[config.mk]
export PLATFORM = sky130hd
export DESIGN_NAME = ftoi
export DESIGN_NICKNAME = d
export VERILOG_FILES = /design/src/rtl/fpu_pkg.sv /design/src/rtl/ftoi_shift.sv /design/src/rtl/ftoi.sv
export SDC_FILE = /design/constraint.sdc
export NUM_CORES = 1
export LEC_CHECK = 0
export CORE_MARGIN = 2
export CORE_UTILIZATION = 50
export CTS_BUF_LIST = sky130_fd_sc_hd__clkbuf_8 sky130_fd_sc_hd__clkbuf_16
export CTS_CLUSTER_SIZE = 20
export DETAILED_ROUTE_END_ITERATION = 6
export DONT_BUFFER_PORTS = 1
export GPL_TIMING_DRIVEN = 0
export SLEW_MARGIN = 20
export SYNTH_ARGS = -nofsm -noshare
export SYNTH_HDL_FRONTEND = slang
export SYNTH_SLANG_ARGS = --single-unit
[constraint.sdc]
create_clock -name clk -period 4.3 [get_ports clk]
set_input_delay 0.86 -clock clk [delete_from_list [all_inputs] [get_ports clk]]
set_output_delay 0.86 -clock clk [all_outputs]
set_load 0.005 [all_outputs]
[src/rtl/fpu_pkg.sv]
// Shared FPU definitions for the float<->int converters (ftoi and its inverse itof).
// Provides binary32 field widths, the exponent bias, integer saturation limits,
// the packed binary32 view and the ftoi stage-1 operand class.
package fpu_pkg;
  localparam int EXP_W = 8;
  localparam int MAN_W = 23;
  localparam int BIAS  = 127;

  localparam logic [31:0] INT_MAX = 32'h7FFF_FFFF;
  localparam logic [31:0] INT_MIN = 32'h8000_0000;

  typedef struct packed {
    logic             sign;
    logic [EXP_W-1:0] exp;
    logic [MAN_W-1:0] man;
  } fp32_t;

  // Operand class decided at decode. FC_ZERO must stay the all-zero encoding:
  // the reset value of the pipeline then produces a clean 0 result.
  typedef enum logic [2:0] {
    FC_ZERO,   // exp == 0 (zero / denormal)
    FC_SMALL,  // |x| < 0.5
    FC_HALF,   // 0.5 <= |x| < 1, rounds to magnitude 1
    FC_NORM,   // 1 <= |x| < 2^31, goes through the shifter
    FC_MIN,    // exactly -2^31, representable
    FC_SAT     // out of range, Inf or NaN
  } ftoi_class_t;
endpackage

[src/rtl/ftoi_shift.sv]
// Combinational barrel shifter for ftoi stage 2.
// Ports:
//   sig_i  24-bit significand {1, man}
//   sh_i   signed shift (exp - 150): negative shifts right, positive shifts left
//   mag_o  31-bit truncated magnitude
//   rnd_o  first discarded bit on a right shift (0 for left shifts)
module ftoi_shift (
  input  logic        [23:0] sig_i,
  input  logic signed [5:0]  sh_i,
  output logic        [30:0] mag_o,
  output logic               rnd_o
);
  logic [4:0] rsh;
  assign rsh = 5'(-sh_i);

  always_comb begin
    if (sh_i[5]) begin
      mag_o = 31'(sig_i >> rsh);
      rnd_o = sig_i[rsh - 5'd1];
    end else begin
      // Left shift is at most 7, so 24+7 bits always fit and nothing is lost.
      mag_o = {7'b0, sig_i} << sh_i[2:0];
      rnd_o = 1'b0;
    end
  end
endmodule

[src/rtl/ftoi.sv]
// Pipelined binary32 -> signed 32-bit integer converter, round half away from zero,
// saturating on out-of-range, Inf and NaN. Three register stages, global stall.
// Ports:
//   clk, reset         clock, async active-high reset
//   op1, valid_in      operand and its valid tag
//   stall              freeze every stage; inputs at a stalled edge are dropped
//   result, overflow   converted integer and saturation flag
//   valid_out          result/overflow carry a completed conversion
module ftoi
  import fpu_pkg::*;
(
  input  logic        clk,
  input  logic        reset,
  input  logic [31:0] op1,
  input  logic        valid_in,
  input  logic        stall,
  output logic [31:0] result,
  output logic        valid_out,
  output logic        overflow
);
  fp32_t fp;
  assign fp = op1;

  logic [3:1] vld_pipe_q;

  // ---------------- stage 1: decode ----------------
  ftoi_class_t        cls1_d, cls1_q;
  logic               s1_d, s1_q;
  logic signed [5:0]  sh1_d, sh1_q;
  logic        [23:0] sig1_d, sig1_q;
  logic               is_nan;

  assign is_nan = (fp.exp == '1) && (fp.man != '0);

  always_comb begin
    s1_d   = fp.sign;
    sig1_d = {1'b1, fp.man};
    // Only meaningful for FC_NORM, where it lies in -23..7 and fits 6 bits.
    sh1_d  = 6'(fp.exp - 8'(BIAS + MAN_W));
    if (fp.exp == '0)                                       cls1_d = FC_ZERO;
    else if (fp.exp < 8'(BIAS - 1))                         cls1_d = FC_SMALL;
    else if (fp.exp == 8'(BIAS - 1))                        cls1_d = FC_HALF;
    else if (fp.exp < 8'(BIAS + 31))                        cls1_d = FC_NORM;
    else if (fp.exp == 8'(BIAS + 31) && fp.sign && fp.man == '0) cls1_d = FC_MIN;
    else begin
      cls1_d = FC_SAT;
      // NaN saturates positive whatever its sign bit says.
      if (is_nan) s1_d = 1'b0;
    end
  end

  always_ff @(posedge clk or posedge reset) begin
    if (reset) begin
      cls1_q <= FC_ZERO;
      s1_q   <= 1'b0;
      sh1_q  <= '0;
      sig1_q <= '0;
    end else if (!stall) begin
      cls1_q <= cls1_d;
      s1_q   <= s1_d;
      sh1_q  <= sh1_d;
      sig1_q <= sig1_d;
    end
  end

  // ---------------- stage 2: shift ----------------
  logic [30:0]  shf_mag, mag2_d, mag2_q;
  logic         shf_rnd, rnd2_d, rnd2_q;
  ftoi_class_t  cls2_q;
  logic         s2_q;

  ftoi_shift u_shift (
    .sig_i (sig1_q),
    .sh_i  (sh1_q),
    .mag_o (shf_mag),
    .rnd_o (shf_rnd)
  );

  always_comb begin
    mag2_d = shf_mag;
    rnd2_d = shf_rnd;
    case (cls1_q)
      FC_ZERO, FC_SMALL: begin mag2_d = '0;    rnd2_d = 1'b0; end
      FC_HALF:           begin mag2_d = 31'd1; rnd2_d = 1'b0; end
      default: ;
    endcase
  end

  always_ff @(posedge clk or posedge reset) begin
    if (reset) begin
      cls2_q <= FC_ZERO;
      s2_q   <= 1'b0;
      mag2_q <= '0;
      rnd2_q <= 1'b0;
    end else if (!stall) begin
      cls2_q <= cls1_q;
      s2_q   <= s1_q;
      mag2_q <= mag2_d;
      rnd2_q <= rnd2_d;
    end
  end

  // ---------------- stage 3: round, sign, saturate ----------------
  logic [31:0] mag3, res_d, res_q;
  logic        ovf_d, ovf_q;

  always_comb begin
    mag3  = {1'b0, mag2_q} + {31'b0, rnd2_q};
    res_d = s2_q ? -mag3 : mag3;
    ovf_d = 1'b0;
    case (cls2_q)
      FC_MIN: res_d = INT_MIN;
      FC_SAT: begin
        res_d = s2_q ? INT_MIN : INT_MAX;
        ovf_d = 1'b1;
      end
      default: ;
    endcase
  end

  always_ff @(posedge clk or posedge reset) begin
    if (reset) begin
      res_q      <= '0;
      ovf_q      <= 1'b0;
      vld_pipe_q <= '0;
    end else if (!stall) begin
      res_q      <= res_d;
      ovf_q      <= ovf_d;
      vld_pipe_q <= {vld_pipe_q[2:1], valid_in};
    end
  end

  assign result    = res_q;
  assign overflow  = ovf_q;
  assign valid_out = vld_pipe_q[3];
endmodule
==> results.toml, run 1 <==
[run_status]
status = "finished clean"

[die]
initial_utilization = 0.509
io_pins = 70
die_w_microns = 134
rows = 47
die-area_sq_um = 17800
core_area_sq_um = 16500
die_y_microns = 134

[sta]
rsz0062_at_grt = "false"
fin_crit_sh = 0.932
setup_tns_ns = 0
finalHoldViolCount = 0
min_period_ns = 4.01
final-setup-viol-count = 0
worst_pin_slew_ns = 1.02
relSlewSlack = 0.310
fin_skew_ns = 0.0148
max_freq_mhz = 250
drv_slew = 0

[finish]
fillCellCount = 1541
syn_to_final_growth_pct = 7.38
regArea_sq_um = 2650
final_util = 0.547
multiInputGateArea_sq_um = 5290
layout.nets = 970
drive_above_1_share = 0.163
antennaDiodeCount = 0

[clock_tree]
cts_hold_buf = 0
htree_levels = 3
cts_root_buf = "clkbuf_16"
cts.clk_slew.worst_paths_ns = 0.08
cts-resized-gates = 4
worstSkewPairLatency_ns = 0.37
cts_tree = "yes"
post-cts-setup-buffer-count = 0
clockBufferDepth = 2
clock_sinks = 106
cts_buffers = 9

[routing]
drtIter0Drc = 640
drc_errors = 0
drt_wl_total_microns = 27100
wl_per_cell_microns = 23.5
drt_first_pass_iters = 6
via_per_inst = 6.59
ant_nets = 0
vias = 7610

[critical_path]
crit_fanout = 10
critical_path_required_ns = 4.54
crit_type = "flip-flop to flip-flop"
path_cells = "inv_1, clkbuf_1, clkbuf_2, ha_1, xor2_2, nand2_1, xnor2_2, mux4_2, mux4_2, nand4_1, nand2_1"
setup.worst_path.start = "sh1_q[0]$_DFFE_PP0N_"
slowest_stage = "mux4_2"
crit_arrival_ns = 4.25
crit_path_end_kind = "flip-flop"
start_kind = "flip-flop"
slowest_delay_ns = 0.53
reg2reg_from = "sh1_q[0]$_DFFE_PP0N_"

[logic_synthesis]
seq_area_frac_synth = 0.316
syn_inst = 918
synth_cell_types = 84
syn_area_per_cell_sq_um = 9.14
synthArstFlopShare = 1.00
yosysMostFrequentCell = "dfrtp_1"
yosys_warnings = 0
synthFlopType = "dfrtp_1"
synth_area_leaders = "dfrtp_1 (32%), mux4_2 (6.7%), mux2_2 (5.5%)"
syn_area_sq_um = 8390
yosys.area.top_type_share = 0.316
synth_seq_cells = 106
synth_edf_count = 0
synth_top_cell_by_area = "dfrtp_1"
yosys-top-cells-count = "dfrtp_1 (106), nand2_1 (88), o21ai_0 (67), nor2_1 (66), a21oi_1 (59)"
syn_nets = 959

[placement]
port_buffers = 0
gp_congestion = 0.929
dpl.hpwl_microns = 21100

[power]
p_seq_frac = 0.348
ir_drop_mv = 0.254
pwr-share-comb = 0.438
p_switching_mw = 1.62
pwr_density_cell_nw_per_um2 = 429
p_int_mw = 2.25
power.share.clock = 0.214
p_leak_nw = 3.57
swShare = 0.418

[global_routing]
grt_usage = 0.308
grt_max_degree = 59
grt_pass1_vias = 7474
grt_pass1_wl_microns = 42400
grt.overflow.total = 0
antenna_found_initial = 0

[run]
cap_violations = 0

[min_path]
min_path_type = "input port to async pin"
-- placed cells by master (no fill, tap or decap), types with 25 or more instances in the layout --
cell type and n:
mux4_2 25, o21ai_0 67, a21oi_1 59, clkbuf_1 40, nand2_1 88, nand3_1 27, dfrtp_1 105, mux2_2 41
mux2i_1 40, nor2_1 66, xnor2_1 42
-- area by class of cell --
type,instances,share of cell area
plain buffers,69,0.0435
clock buffers,9,0.0250
clock inverters,7,0.00778
inverters,19,0.00847
multi-input cells,723,0.587
flip-flops and latches,106,0.295
well taps,220,0.0306
repair buffers,1,0.00306
-- registers in the layout, indices dropped and copies added, names as in the netlist, 3 cells and up --
name / cells
sh1_q: 6
cls1_q: 3
mag2_q: 31
result: 32
vld_pipe_q: 3
sig1_q: 24
cls2_q: 3
-- routing by layer --
metal	vias to the layer above	global-route usage	part of all wire
met1	3824	0.439	0.46
met5	-	0	0
li1	3441	-	-
met4	0	0.0792	0.020
met3	39	0.0540	0.063
met2	306	0.488	0.46
-- critical path, delay by kind of cell, from the launching register on --
| family | cells | cell delay [ns] |
|---|---|---|
| multiplexers | 2 | 0.90 |
| AND/OR/NAND/NOR | 3 | 0.37 |
| buffers and inverters | 3 | 0.94 |
| XOR/XNOR | 2 | 0.85 |
| flip-flops | 1 | 0.51 |
| adder cells (fa/ha/maj) | 1 | 0.33 |
-- logic make-up after synthesis --
| group | count (synthesis) | synth area share |
|---|---|---|
| xor+xnor | 63 | 0.0676 |
| buf+inv | 89 | 0.0552 |
| flops | 106 | 0.316 |
| mux | 106 | 0.170 |
| simple gates | 289 | 0.180 |
| compound gates | 260 | 0.204 |
| fa+ha+maj | 5 | 0.00746 |
-- power groups by stage --
stage,Sequential [mW],Clock (mW),Combinational [mW]
6_report,1.35,0.829,1.69
5_1_grt,1.37,0.887,1.82
4_1_cts,1.35,0.845,1.65
3_5_place_dp,1.36,0,1.65
3_3_place_gp,1.35,0,1.63
2_1_floorplan,1.30,0,1.25
-- worst paths after layout --
kind | endpoint | slack [ns] | depth (start not counted)
setup / recovery | rnd2_q$_DFFE_PP0N_ | 0.29 | 11
hold / removal | mag2_q[7]$_DFFE_PP0N_ | 0.39 | 1
setup reg to reg | rnd2_q$_DFFE_PP0N_ | 0.29 | 11
hold reg to reg | s1_q$_DFFE_PP0N_ | 0.49 | 2
max in group asynchronous | sh1_q[0]$_DFFE_PP0N_ | 3.22 | 2
min in group clk | s1_q$_DFFE_PP0N_ | 0.49 | 2
-- per-stage QoR --
stage | total power, mW | std cells | area [sq um] | hold slack [ns] | setup WS (ns)
floorplan | 2.55 | 918 | 8390 | 0.438 | 0.651
global placement | 2.99 | 1138 | 8660 | 0.455 | -0.454
detailed placement | 3.01 | 1139 | 8700 | 0.470 | -0.467
CTS | 3.84 | 1154 | 9010 | 0.400 | 0.130
global route | 4.08 | 1154 | 9010 | 0.411 | 0.0784
finish | 3.87 | 1154 | 9010 | 0.385 | 0.292
No activity file was read; power rests on OpenSTA's default activity.
==> run 2, diff against run 1 <==
Settings changed: GPL_TIMING_DRIVEN 0 to not set.
==> run 2 against run 1 <==
Effect of this change:
- global-route usage down 4.6 points
- sequential share of layout area up 0.85 points
- via count down 7.2%
- critical path depth unchanged
- power down 2.3%
- flip-flop and latch count unchanged
- fmax up 19%
- die area unchanged
- cell count down 4.3%
- register-to-register slack better by 0.64 ns
- worst setup slack better by 0.64 ns
- highest routed layer unchanged
==> results.toml, run 2 (synthesis results as in run 1) <==
[power]
power.share.clock = 0.236
swShare = 0.397
p_leak_nw = 3.47
pwr_density_cell_nw_per_um2 = 431
p_int_mw = 2.28
p_switching_mw = 1.50
p_seq_frac = 0.369
ir_drop_mv = 0.225
pwr-share-comb = 0.396

[sta]
max_freq_mhz = 297
min_period_ns = 3.37
final-setup-viol-count = 0
fin_crit_sh = 0.784
drv_slew = 0
setup_tns_ns = 0
fin_skew_ns = 0.0153
fin_hold_ws_ns = 0.490
worst_pin_slew_ns = 0.886
rsz0062_at_grt = "false"
finalHoldViolCount = 0
relSlewSlack = 0.407

[critical_path]
start_kind = "flip-flop"
crit_arrival_ns = 3.61
crit_family = "simple AND/OR/NAND/NOR gates"
regToRegSetupSlack_ns = 0.93
path_buf_inv = 1
crit_path_end_kind = "flip-flop"
setup.worst_path.start = "rnd2_q$_DFFE_PP0N_"
critical_path_required_ns = 4.54
crit_type = "flip-flop to flip-flop"
ff2ff_path_depth = 11
path_cells = "ha_1, nand4_4, nor4_4, buf_4, and3_2, mux2i_1, o2111ai_4, nor3_1, nor4_1, a311oi_1, o21ai_0"
r2r-end = "result[25]$_DFFE_PP0N_"
reg2reg_from = "rnd2_q$_DFFE_PP0N_"
crit_fanout = 17
slowest_stage = "dfrtp_1"
slowest_delay_ns = 0.42

[die]
die_y_microns = 134
initial_utilization = 0.509
die_w_microns = 134
core_area_sq_um = 16500
die-area_sq_um = 17800
rows = 47
io_pins = 70

[clock_tree]
cts_hold_buf = 0
clockBufferDepth = 2
worstSkewPairLatency_ns = 0.36
cts_root_buf = "clkbuf_16"
cts_buffers = 9
clock_sinks = 106
cts.clk_slew.worst_paths_ns = 0.08
post-cts-setup-buffer-count = 0
cts-resized-gates = 0
cts_tree = "yes"
htree_levels = 3

[global_routing]
grt_pass1_vias = 6724
grt_max_degree = 105
grt.overflow.total = 0
antenna_found_initial = 0
grt_pass1_wl_microns = 36900
grt_usage = 0.262

[routing]
drtIter0Drc = 495
vias = 7062
drc_errors = 0
via_per_inst = 6.40
ant_nets = 0
wl_per_cell_microns = 21.0
drt_first_pass_iters = 5
drt_wl_total_microns = 23200

[finish]
final_common_cell = "dfrtp_1"
syn_to_final_growth_pct = 4.36
antennaDiodeCount = 0
layout_common_cells = "dfrtp_1 (105), nand2_1 (88), o21ai_0 (67)"
final_util = 0.532
drive_above_1_share = 0.167
layout.nets = 920
largest_reg_flops = 32

[min_path]
min_from = "s1_q$_DFFE_PP0N_"
min_path_type = "flip-flop to flip-flop"
holdPathEnd = "s1_q$_DFFE_PP0N_"
holdPathStages = 2

[placement]
port_buffers = 0
gp_congestion = 0.964
dpl.hpwl_microns = 17500

[run]
cap_violations = 0

[run_status]
status = "finished clean"
[run 2: worst max-delay path by stage]
stage | endpoint | slack, ns | cells after the start
3_5_place_dp | result[25]$_DFFE_PP0N_ | 0.98 | 11
6_report | result[25]$_DFFE_PP0N_ | 0.93 | 11
3_3_place_gp | result[30]$_DFFE_PP0N_ | 1.05 | 9
5_1_grt | result[25]$_DFFE_PP0N_ | 0.75 | 11
4_1_cts | result[25]$_DFFE_PP0N_ | 0.97 | 11
2_1_floorplan | cls1_q[0]$_DFFE_PP0N_ | 0.65 | 1
[run 2: power by group through the flow]
stage	Combinational (mW)	Clock [mW]	Sequential, mW
after floorplan	1.25	0	1.30
after global placement	1.47	0	1.41
after detailed placement	1.48	0	1.41
after CTS	1.48	0.905	1.39
after global routing	1.64	0.936	1.42
final	1.49	0.890	1.39
[run 2: final cells by class]
cell class | count | area [sq um]
flip-flops and latches | 106 | 2650
clock inverters | 6 | 82.6
well taps | 220 | 275
inverters | 19 | 73.8
fillers | 1562 | 7710
multi-input cells | 723 | 5280
repair buffers | 20 | 150
clock buffers | 10 | 239
[run 2: worst register-to-register path: cells and delay by family, from the launching register on]
family	cells	cell delay [ns]
fa+ha+maj	1	0.34
flops	1	0.42
buf+inv	1	0.26
simple gates	5	1.28
mux	1	0.30
compound gates	3	0.64
[run 2: through the flow]
step	area [sq um]	power, mW	std cells	setup WS (ns)
2_1_floorplan	8390	2.55	918	0.651
3_3_place_gp	8430	2.87	1088	1.05
3_5_place_dp	8430	2.89	1088	0.976
4_1_cts	8750	3.78	1104	0.968
5_1_grt	8750	4.00	1104	0.753
6_report	8750	3.78	1104	0.931
[run 2: per-layer routing]
layer / wire length (microns) / track usage / up-vias
met3: 1170 / 0.0396 / 28
li1: - / - / 3345
met5: 0 / 0 / -
met1: 10600 / 0.370 / 3481
met4: 383 / 0.0674 / 0
met2: 11000 / 0.425 / 208
